===== src/rtl/text_pixel_pipeline_if.sv =====
// Pixel-side bundle of the text pixel pipeline: scan position, cell attributes,
// font ROM port, palette write port, cursor position and RGB result.
interface text_pixel_pipeline_if #(
  parameter int COLOR_W   = 4,
  parameter int PAL_DEPTH = 16,
  parameter int GLYPH_W   = 8,
  parameter int FONT_H    = 16
);
  localparam int PW   = $clog2(PAL_DEPTH);
  localparam int FA_W = 7 + $clog2(FONT_H);

  logic [9:0]           DrawX;
  logic [9:0]           DrawY;
  logic                 vde;
  logic                 frame_start;
  logic [7:0]           glyph;
  logic [PW-1:0]        fg_idx;
  logic [PW-1:0]        bg_idx;
  logic                 blink;
  logic [FA_W-1:0]      font_addr;
  logic [GLYPH_W-1:0]   font_data;
  logic                 pal_we;
  logic [PW-1:0]        pal_waddr;
  logic [3*COLOR_W-1:0] pal_wdata;
  logic [6:0]           cursor_col;
  logic [5:0]           cursor_row;
  logic [COLOR_W-1:0]   Red;
  logic [COLOR_W-1:0]   Green;
  logic [COLOR_W-1:0]   Blue;
  logic                 vde_out;

  // master: timing generator / VRAM fetch / font ROM side
  modport master (
    output DrawX, DrawY, vde, frame_start, glyph, fg_idx, bg_idx, blink,
    output font_data, pal_we, pal_waddr, pal_wdata, cursor_col, cursor_row,
    input  font_addr, Red, Green, Blue, vde_out
  );

  modport slave (
    input  DrawX, DrawY, vde, frame_start, glyph, fg_idx, bg_idx, blink,
    input  font_data, pal_we, pal_waddr, pal_wdata, cursor_col, cursor_row,
    output font_addr, Red, Green, Blue, vde_out
  );
endinterface


===== src/rtl/text_pixel_pipeline.sv =====
// Three-stage text-mode pixel generator: font ROM address, glyph bit pick, palette lookup.
// Define TEXT_PIXEL_CURSOR_EN to overlay a blinking underline cursor on the bottom two glyph rows.
module text_pixel_pipeline #(
  parameter int COLOR_W      = 4,
  parameter int PAL_DEPTH    = 16,
  parameter int GLYPH_W      = 8,
  parameter int FONT_H       = 16,
  parameter int BLINK_FRAMES = 32
) (
  input  logic                  pixel_clk,
  input  logic                  reset,
  text_pixel_pipeline_if.slave  bus
);
  localparam int PW     = $clog2(PAL_DEPTH);
  localparam int CB     = $clog2(GLYPH_W);
  localparam int RB     = $clog2(FONT_H);
  localparam int FA_W   = 7 + RB;
  localparam int RGB_W  = 3 * COLOR_W;
  localparam int BC_W   = (BLINK_FRAMES > 1) ? $clog2(BLINK_FRAMES) : 1;
  localparam int STAGES = 3;

  typedef struct packed {
    logic [CB-1:0] col;
    logic          inv;
    logic [PW-1:0] fg;
    logic [PW-1:0] bg;
    logic          blink;
    logic          cur;
  } attr_t;

  logic [FA_W-1:0]   font_addr_q, font_addr_d;
  attr_t             s1_q, s1_d, s2_q, s2_d;
  logic [STAGES:1]   vld_pipe_q, vld_pipe_d;
  logic [RGB_W-1:0]  rgb_q, rgb_d;
  logic [RGB_W-1:0]  pal_q [PAL_DEPTH];
  logic [RGB_W-1:0]  pal_d [PAL_DEPTH];
  logic [BC_W-1:0]   bcnt_q, bcnt_d;
  logic              phase_q, phase_d;
  logic              cur_hit;
  logic              pix_bit;
  logic              pix_on;

`ifdef TEXT_PIXEL_CURSOR_EN
  always_comb begin
    cur_hit = (10'(bus.DrawX >> CB) == 10'(bus.cursor_col)) &&
              (10'(bus.DrawY >> RB) == 10'(bus.cursor_row)) &&
              (bus.DrawY[RB-1:0] >= RB'(FONT_H - 2));
  end
`else
  logic unused_cursor;
  assign unused_cursor = ^{bus.cursor_col, bus.cursor_row, bus.DrawX[9:CB], bus.DrawY[9:RB]};
  assign cur_hit = 1'b0;
`endif

  always_comb begin
    // FONT_H is a power of two, so glyph*FONT_H + row is a plain concatenation
    font_addr_d = {bus.glyph[6:0], bus.DrawY[RB-1:0]};
    s1_d.col    = bus.DrawX[CB-1:0];
    s1_d.inv    = bus.glyph[7];
    s1_d.fg     = bus.fg_idx;
    s1_d.bg     = bus.bg_idx;
    s1_d.blink  = bus.blink;
    s1_d.cur    = cur_hit;
    s2_d        = s1_q;
    vld_pipe_d  = {vld_pipe_q[STAGES-1:1], bus.vde};
  end

  // font_data was clocked out of the ROM on the same edge that loaded s2_q;
  // MSB is leftmost, and ~col == GLYPH_W-1-col for a power-of-two width
  always_comb begin
    pix_bit = bus.font_data[~s2_q.col];
    pix_on  = pix_bit ^ s2_q.inv;
    if (s2_q.blink && phase_q) pix_on = 1'b0;
    if (s2_q.cur && !phase_q)  pix_on = ~pix_on;
    rgb_d = vld_pipe_q[2] ? pal_q[pix_on ? s2_q.fg : s2_q.bg] : '0;
  end

  always_comb begin
    pal_d = pal_q;
    if (bus.pal_we) pal_d[bus.pal_waddr] = bus.pal_wdata;
  end

  always_comb begin
    bcnt_d  = bcnt_q;
    phase_d = phase_q;
    if (bus.frame_start) begin
      if (bcnt_q == BC_W'(BLINK_FRAMES - 1)) begin
        bcnt_d  = '0;
        phase_d = ~phase_q;
      end else begin
        bcnt_d = bcnt_q + 1'b1;
      end
    end
  end

  always_ff @(posedge pixel_clk or posedge reset) begin
    if (reset) begin
      font_addr_q <= '0;
      s1_q        <= '0;
      s2_q        <= '0;
      vld_pipe_q  <= '0;
      rgb_q       <= '0;
      bcnt_q      <= '0;
      phase_q     <= 1'b0;
      for (int i = 0; i < PAL_DEPTH; i++) pal_q[i] <= '1;
      pal_q[0]    <= '0;
    end else begin
      font_addr_q <= font_addr_d;
      s1_q        <= s1_d;
      s2_q        <= s2_d;
      vld_pipe_q  <= vld_pipe_d;
      rgb_q       <= rgb_d;
      bcnt_q      <= bcnt_d;
      phase_q     <= phase_d;
      pal_q       <= pal_d;
    end
  end

  assign bus.font_addr = font_addr_q;
  assign bus.Red       = rgb_q[3*COLOR_W-1 -: COLOR_W];
  assign bus.Green     = rgb_q[2*COLOR_W-1 -: COLOR_W];
  assign bus.Blue      = rgb_q[COLOR_W-1:0];
  assign bus.vde_out   = vld_pipe_q[STAGES];
endmodule


===== src/flat_wrapper.sv =====
// flat-port wrapper written by rule: the top's interface ports become plain ports
module text_pixel_pipeline_flat 
#(
  parameter int COLOR_W      = 4,
  parameter int PAL_DEPTH    = 16,
  parameter int GLYPH_W      = 8,
  parameter int FONT_H       = 16,
  parameter int BLINK_FRAMES = 32
)
  (pixel_clk, reset, bus_DrawX, bus_DrawY, bus_vde, bus_frame_start, bus_glyph, bus_fg_idx, bus_bg_idx, bus_blink, bus_font_data, bus_pal_we, bus_pal_waddr, bus_pal_wdata, bus_cursor_col, bus_cursor_row, bus_font_addr, bus_Red, bus_Green, bus_Blue, bus_vde_out);
  text_pixel_pipeline_if #(.COLOR_W(COLOR_W), .PAL_DEPTH(PAL_DEPTH), .GLYPH_W(GLYPH_W), .FONT_H(FONT_H)) bus_i ();
  input  logic pixel_clk;
  input  logic reset;
  input wire logic [$bits(bus_i.DrawX)-1:0] bus_DrawX;
  input wire logic [$bits(bus_i.DrawY)-1:0] bus_DrawY;
  input wire logic [$bits(bus_i.vde)-1:0] bus_vde;
  input wire logic [$bits(bus_i.frame_start)-1:0] bus_frame_start;
  input wire logic [$bits(bus_i.glyph)-1:0] bus_glyph;
  input wire logic [$bits(bus_i.fg_idx)-1:0] bus_fg_idx;
  input wire logic [$bits(bus_i.bg_idx)-1:0] bus_bg_idx;
  input wire logic [$bits(bus_i.blink)-1:0] bus_blink;
  input wire logic [$bits(bus_i.font_data)-1:0] bus_font_data;
  input wire logic [$bits(bus_i.pal_we)-1:0] bus_pal_we;
  input wire logic [$bits(bus_i.pal_waddr)-1:0] bus_pal_waddr;
  input wire logic [$bits(bus_i.pal_wdata)-1:0] bus_pal_wdata;
  input wire logic [$bits(bus_i.cursor_col)-1:0] bus_cursor_col;
  input wire logic [$bits(bus_i.cursor_row)-1:0] bus_cursor_row;
  output wire logic [$bits(bus_i.font_addr)-1:0] bus_font_addr;
  output wire logic [$bits(bus_i.Red)-1:0] bus_Red;
  output wire logic [$bits(bus_i.Green)-1:0] bus_Green;
  output wire logic [$bits(bus_i.Blue)-1:0] bus_Blue;
  output wire logic [$bits(bus_i.vde_out)-1:0] bus_vde_out;
  assign bus_i.DrawX = bus_DrawX;
  assign bus_i.DrawY = bus_DrawY;
  assign bus_i.vde = bus_vde;
  assign bus_i.frame_start = bus_frame_start;
  assign bus_i.glyph = bus_glyph;
  assign bus_i.fg_idx = bus_fg_idx;
  assign bus_i.bg_idx = bus_bg_idx;
  assign bus_i.blink = bus_blink;
  assign bus_i.font_data = bus_font_data;
  assign bus_i.pal_we = bus_pal_we;
  assign bus_i.pal_waddr = bus_pal_waddr;
  assign bus_i.pal_wdata = bus_pal_wdata;
  assign bus_i.cursor_col = bus_cursor_col;
  assign bus_i.cursor_row = bus_cursor_row;
  assign bus_font_addr = bus_i.font_addr;
  assign bus_Red = bus_i.Red;
  assign bus_Green = bus_i.Green;
  assign bus_Blue = bus_i.Blue;
  assign bus_vde_out = bus_i.vde_out;
  text_pixel_pipeline #(.COLOR_W(COLOR_W), .PAL_DEPTH(PAL_DEPTH), .GLYPH_W(GLYPH_W), .FONT_H(FONT_H), .BLINK_FRAMES(BLINK_FRAMES)) u_core (.pixel_clk(pixel_clk), .reset(reset), .bus(bus_i));
endmodule

===== config.mk =====
export PLATFORM = sky130hd
export DESIGN_NAME = text_pixel_pipeline_flat
export DESIGN_NICKNAME = d
export VERILOG_FILES = /design/src/rtl/text_pixel_pipeline_if.sv /design/src/rtl/text_pixel_pipeline.sv /design/src/flat_wrapper.sv
export SDC_FILE = /design/constraint.sdc
export NUM_CORES = 1
export LEC_CHECK = 0
export CORE_ASPECT_RATIO = 1.5
export CORE_UTILIZATION = 58
export CTS_BUF_LIST = sky130_fd_sc_hd__clkbuf_8 sky130_fd_sc_hd__clkbuf_16
export DETAILED_ROUTE_END_ITERATION = 8
export PLACE_DENSITY = 0.88
export SKIP_LAST_GASP = 1
export SYNTH_ARGS = -nofsm -noshare
export SYNTH_HDL_FRONTEND = slang
export SYNTH_SLANG_ARGS = --single-unit

===== constraint.sdc =====
create_clock -name pixel_clk -period 9.43 [get_ports pixel_clk]
set_input_delay 1.886 -clock pixel_clk [delete_from_list [all_inputs] [get_ports pixel_clk]]
set_output_delay 1.886 -clock pixel_clk [all_outputs]
set_load 0.03 [all_outputs]

==> flow_summary_export.csv <==
group,metric,value,unit
sta,rsz0062_at_grt,"no",
die,core-area,0.0192,mm^2
power,cellPowerDensity,245,mW/mm^2
die,row_count,62,
synthesis,synth_top_flop_cell,"dfstp_2",
cells_and_area,fill_cells,1291,
critical_path,critPathKind,"in2reg",
routing,first_pass_iters,5,
synthesis,synthCells,809,
die,ios,103,
critical_path,worstSetupStartpointType,"primary input",
global_routing,grt_max_degree,106,
cts,cts_resized,0,
synthesis,synth_top_area_cell,"dfstp_2",
routing,via_per_inst,6.33,
cells_and_area,fin_cells,1136,
cts,clockRootBuffer,"clkbuf_16",
cells_and_area,fin_nets,943,
cells_and_area,final_common_cell,"mux2_2",
synthesis,synth.area.top_cells,"dfstp_2 (42%), mux2_2 (21%), dfrtp_1 (15%), mux2i_1 (3.9%), o221a_2 (2.0%)",
power,pwr-share-comb,0.225,
status,status,"completed",
synthesis,syn_nets,890,
routing,drtIter0Drc,546,
placement,port_buffers,76,
critical_path,endpoint_kind,"flip-flop",
cts,ctsHoldBuffers,0,
synthesis,synth_top_area_frac,0.415,
die,die_w,116,um
die,die_h,174,um
sta,finalCritPeriodShare,0.616,
cells_and_area,drive_above_1_share,0.553,
die,die_area,0.0202,mm^2
synthesis,ys_async_sr_fraction,1.00,
cells_and_area,area.sequential,0.00648,mm^2
power,power_leakage,5.13,nW
sta,layout_min_cycle_time,5.81,ns
global_routing,grt_overflow_total,0,
sta,setup_tns,0,ns
cts,cts_tree,"yes",
power,ir_drop,0.209,mV
power,internal_power,2.32,mW
cts,clock_sinks,250,
global_routing,grt_pass1_vias,7882,
cells_and_area,multi_input_area,0.00459,mm^2
min_path,hold_start,"u_core.s1_q[9]",
sta,max_clock_freq,172,MHz
synthesis,synth_edf_count,0,
cells_and_area,final_cell_mix,"mux2_2 (210), dfstp_2 (180), clkdlybuf4s50_1 (76)",
synthesis,yosysSeqAreaShare,0.569,
critical_path,rr_worst_depth,8,
sta,setup_viol,0,
cts,htreeDepth,1,
global_routing,track_usage,0.280,
critical_path,worst-path-max-fanout,55,
sta,finalClockSkew,0.00971,ns
synthesis,netlist_area,0.0114,mm^2
power,seqPwrFrac,0.480,
placement,gp_congestion,0.798,
critical_path,crit_start,"bus_font_data[0]",
global_routing,grt_pass1_wl,42700,um
power,switchingPower,892,uW
routing,drc,0,
cts,numCtsBuffers,23,
synthesis,ys_types,48,
synthesis,yosys_register_bits,250,
critical_path,required,9.78,ns
power,p_total,3.21,mW
routing,vias,7186,
min_path,hp-class,"reg2reg",
power,sw_frac_of_total,0.278,
synthesis,syn_area_per_cell,14.1,um^2
die,start_util,0.594,
placement,place_hpwl,15800,um
critical_path,reg2reg_from,"u_core.s2_q[11]",
cells_and_area,final_area,0.0131,mm^2
cts,clk_latency,0.52,ns
critical_path,arrival,6.16,ns
sta,hold_viol_final,0,
sta,slew_headroom,0.222,
placement,dp_cells,1093,
sta,finalMaxSlewViolations,0,
cells_and_area,area_delta_synth_final,15.1,%
cts,clkTransAtPathRegs,0.07,ns
synthesis,ys.warnings.count,0,
flow_run,maxCapViolCount,0,
min_path,hold_depth,0,
placement,placed_area,0.0123,mm^2
routing,wl_per_cell,23.5,um
global_routing,grt_antenna_before_repair,1,
power,p_clk_frac,0.294,
cts,clock_path_buffers,3,
routing,routed_wl,26700,um
sta,tightest_slew,1.14,ns
cts,postCtsSetupBuffers,0,
routing,route.antenna.remaining_nets,0,
Yosys cell counts, drive strengths merged, types with 8 or more instances:
cell type / count
nor2: 9
a21boi: 8
mux2i: 46
buf: 19
a221o: 10
o21ai: 14
clkbuf: 44
o221a: 20
o21a: 10
nand2: 25
dfstp: 180
inv: 16
mux2: 215
a211oi: 20
o211ai: 28
o221ai: 24
dfrtp: 70
per-stage QoR:
step / utilization / hold WS (ns) / worst slack [ns]
after floorplan: - / 0.331 / 0.970
after global routing: 0.684 / 0.359 / 3.51
after global placement: 0.644 / 0.332 / 3.14
final: 0.684 / 0.348 / 3.62
after CTS: 0.684 / 0.351 / 3.65
after detailed placement: 0.644 / 0.337 / 3.13
cell type report:
type	count	area share
multi-input combinational	479	0.350
inverter	17	0.00544
clock buffer	26	0.0470
sequential	250	0.494
antenna	1	0.000191
timing repair buffer	91	0.0666
clock inverter	16	0.0121
tap	256	0.0244
registers in the layout (all words and copies together), names as in the netlist:
signal	flops
u_core.s2_q	13
u_core.phase_q	1
u_core.bcnt_q	5
u_core.s1_q	13
u_core.bus.font_addr	11
u_core.rgb_q	12
u_core.vld_pipe_q	3
u_core.pal_q	192
worst paths after layout:
| kind | end | slack, ns |
|---|---|---|
| setup / recovery | u_core.rgb_q[11] | 3.62 |
| hold / removal | u_core.s2_q[9] | 0.35 |
| setup reg to reg | u_core.rgb_q[11] | 4.92 |
| hold reg to reg | u_core.s2_q[9] | 0.35 |
| max in group asynchronous | u_core.rgb_q[1] | 6.13 |
| min in group asynchronous | u_core.bus.font_addr[2] | 1.90 |
layer usage:
layer / GRT usage / up-vias / share of wire
met4: 0.157 / 0 / 0.052
met1: 0.328 / 3699 / 0.36
li1: - / 3140 / -
met2: 0.484 / 244 / 0.54
met5: 0 / - / 0
met3: 0.0416 / 103 / 0.051
power by group through the flow:
stage | clock network [mW] | registers, mW | logic, mW
after floorplan | 0 | 1.55 | 0.514
final | 0.946 | 1.54 | 0.724
after global placement | 0 | 1.54 | 0.693
after global routing | 1.00 | 1.57 | 0.780
after CTS | 0.959 | 1.54 | 0.727
after detailed placement | 0 | 1.55 | 0.720
cell families after synthesis:
family | synth area share
AO/OA/AOI/OAI | 0.110
XOR/XNOR | 0.00220
adder cells (fa/ha/maj) | 0.00220
buffers and inverters | 0.0309
flip-flops | 0.569
multiplexers | 0.257
AND/OR/NAND/NOR | 0.0279
worst max-delay path, stage by stage:
cell             delay (ns)
clkdlybuf4s50_1        0.40
mux2_1                 0.29
mux4_2                 0.55
mux2_4                 0.57
o22ai_4                0.82
buf_4                  0.81
mux2_2                 0.42
o211ai_1               0.19
o221ai_1               0.18
Note: power is estimated with default switching activity, not from simulation.
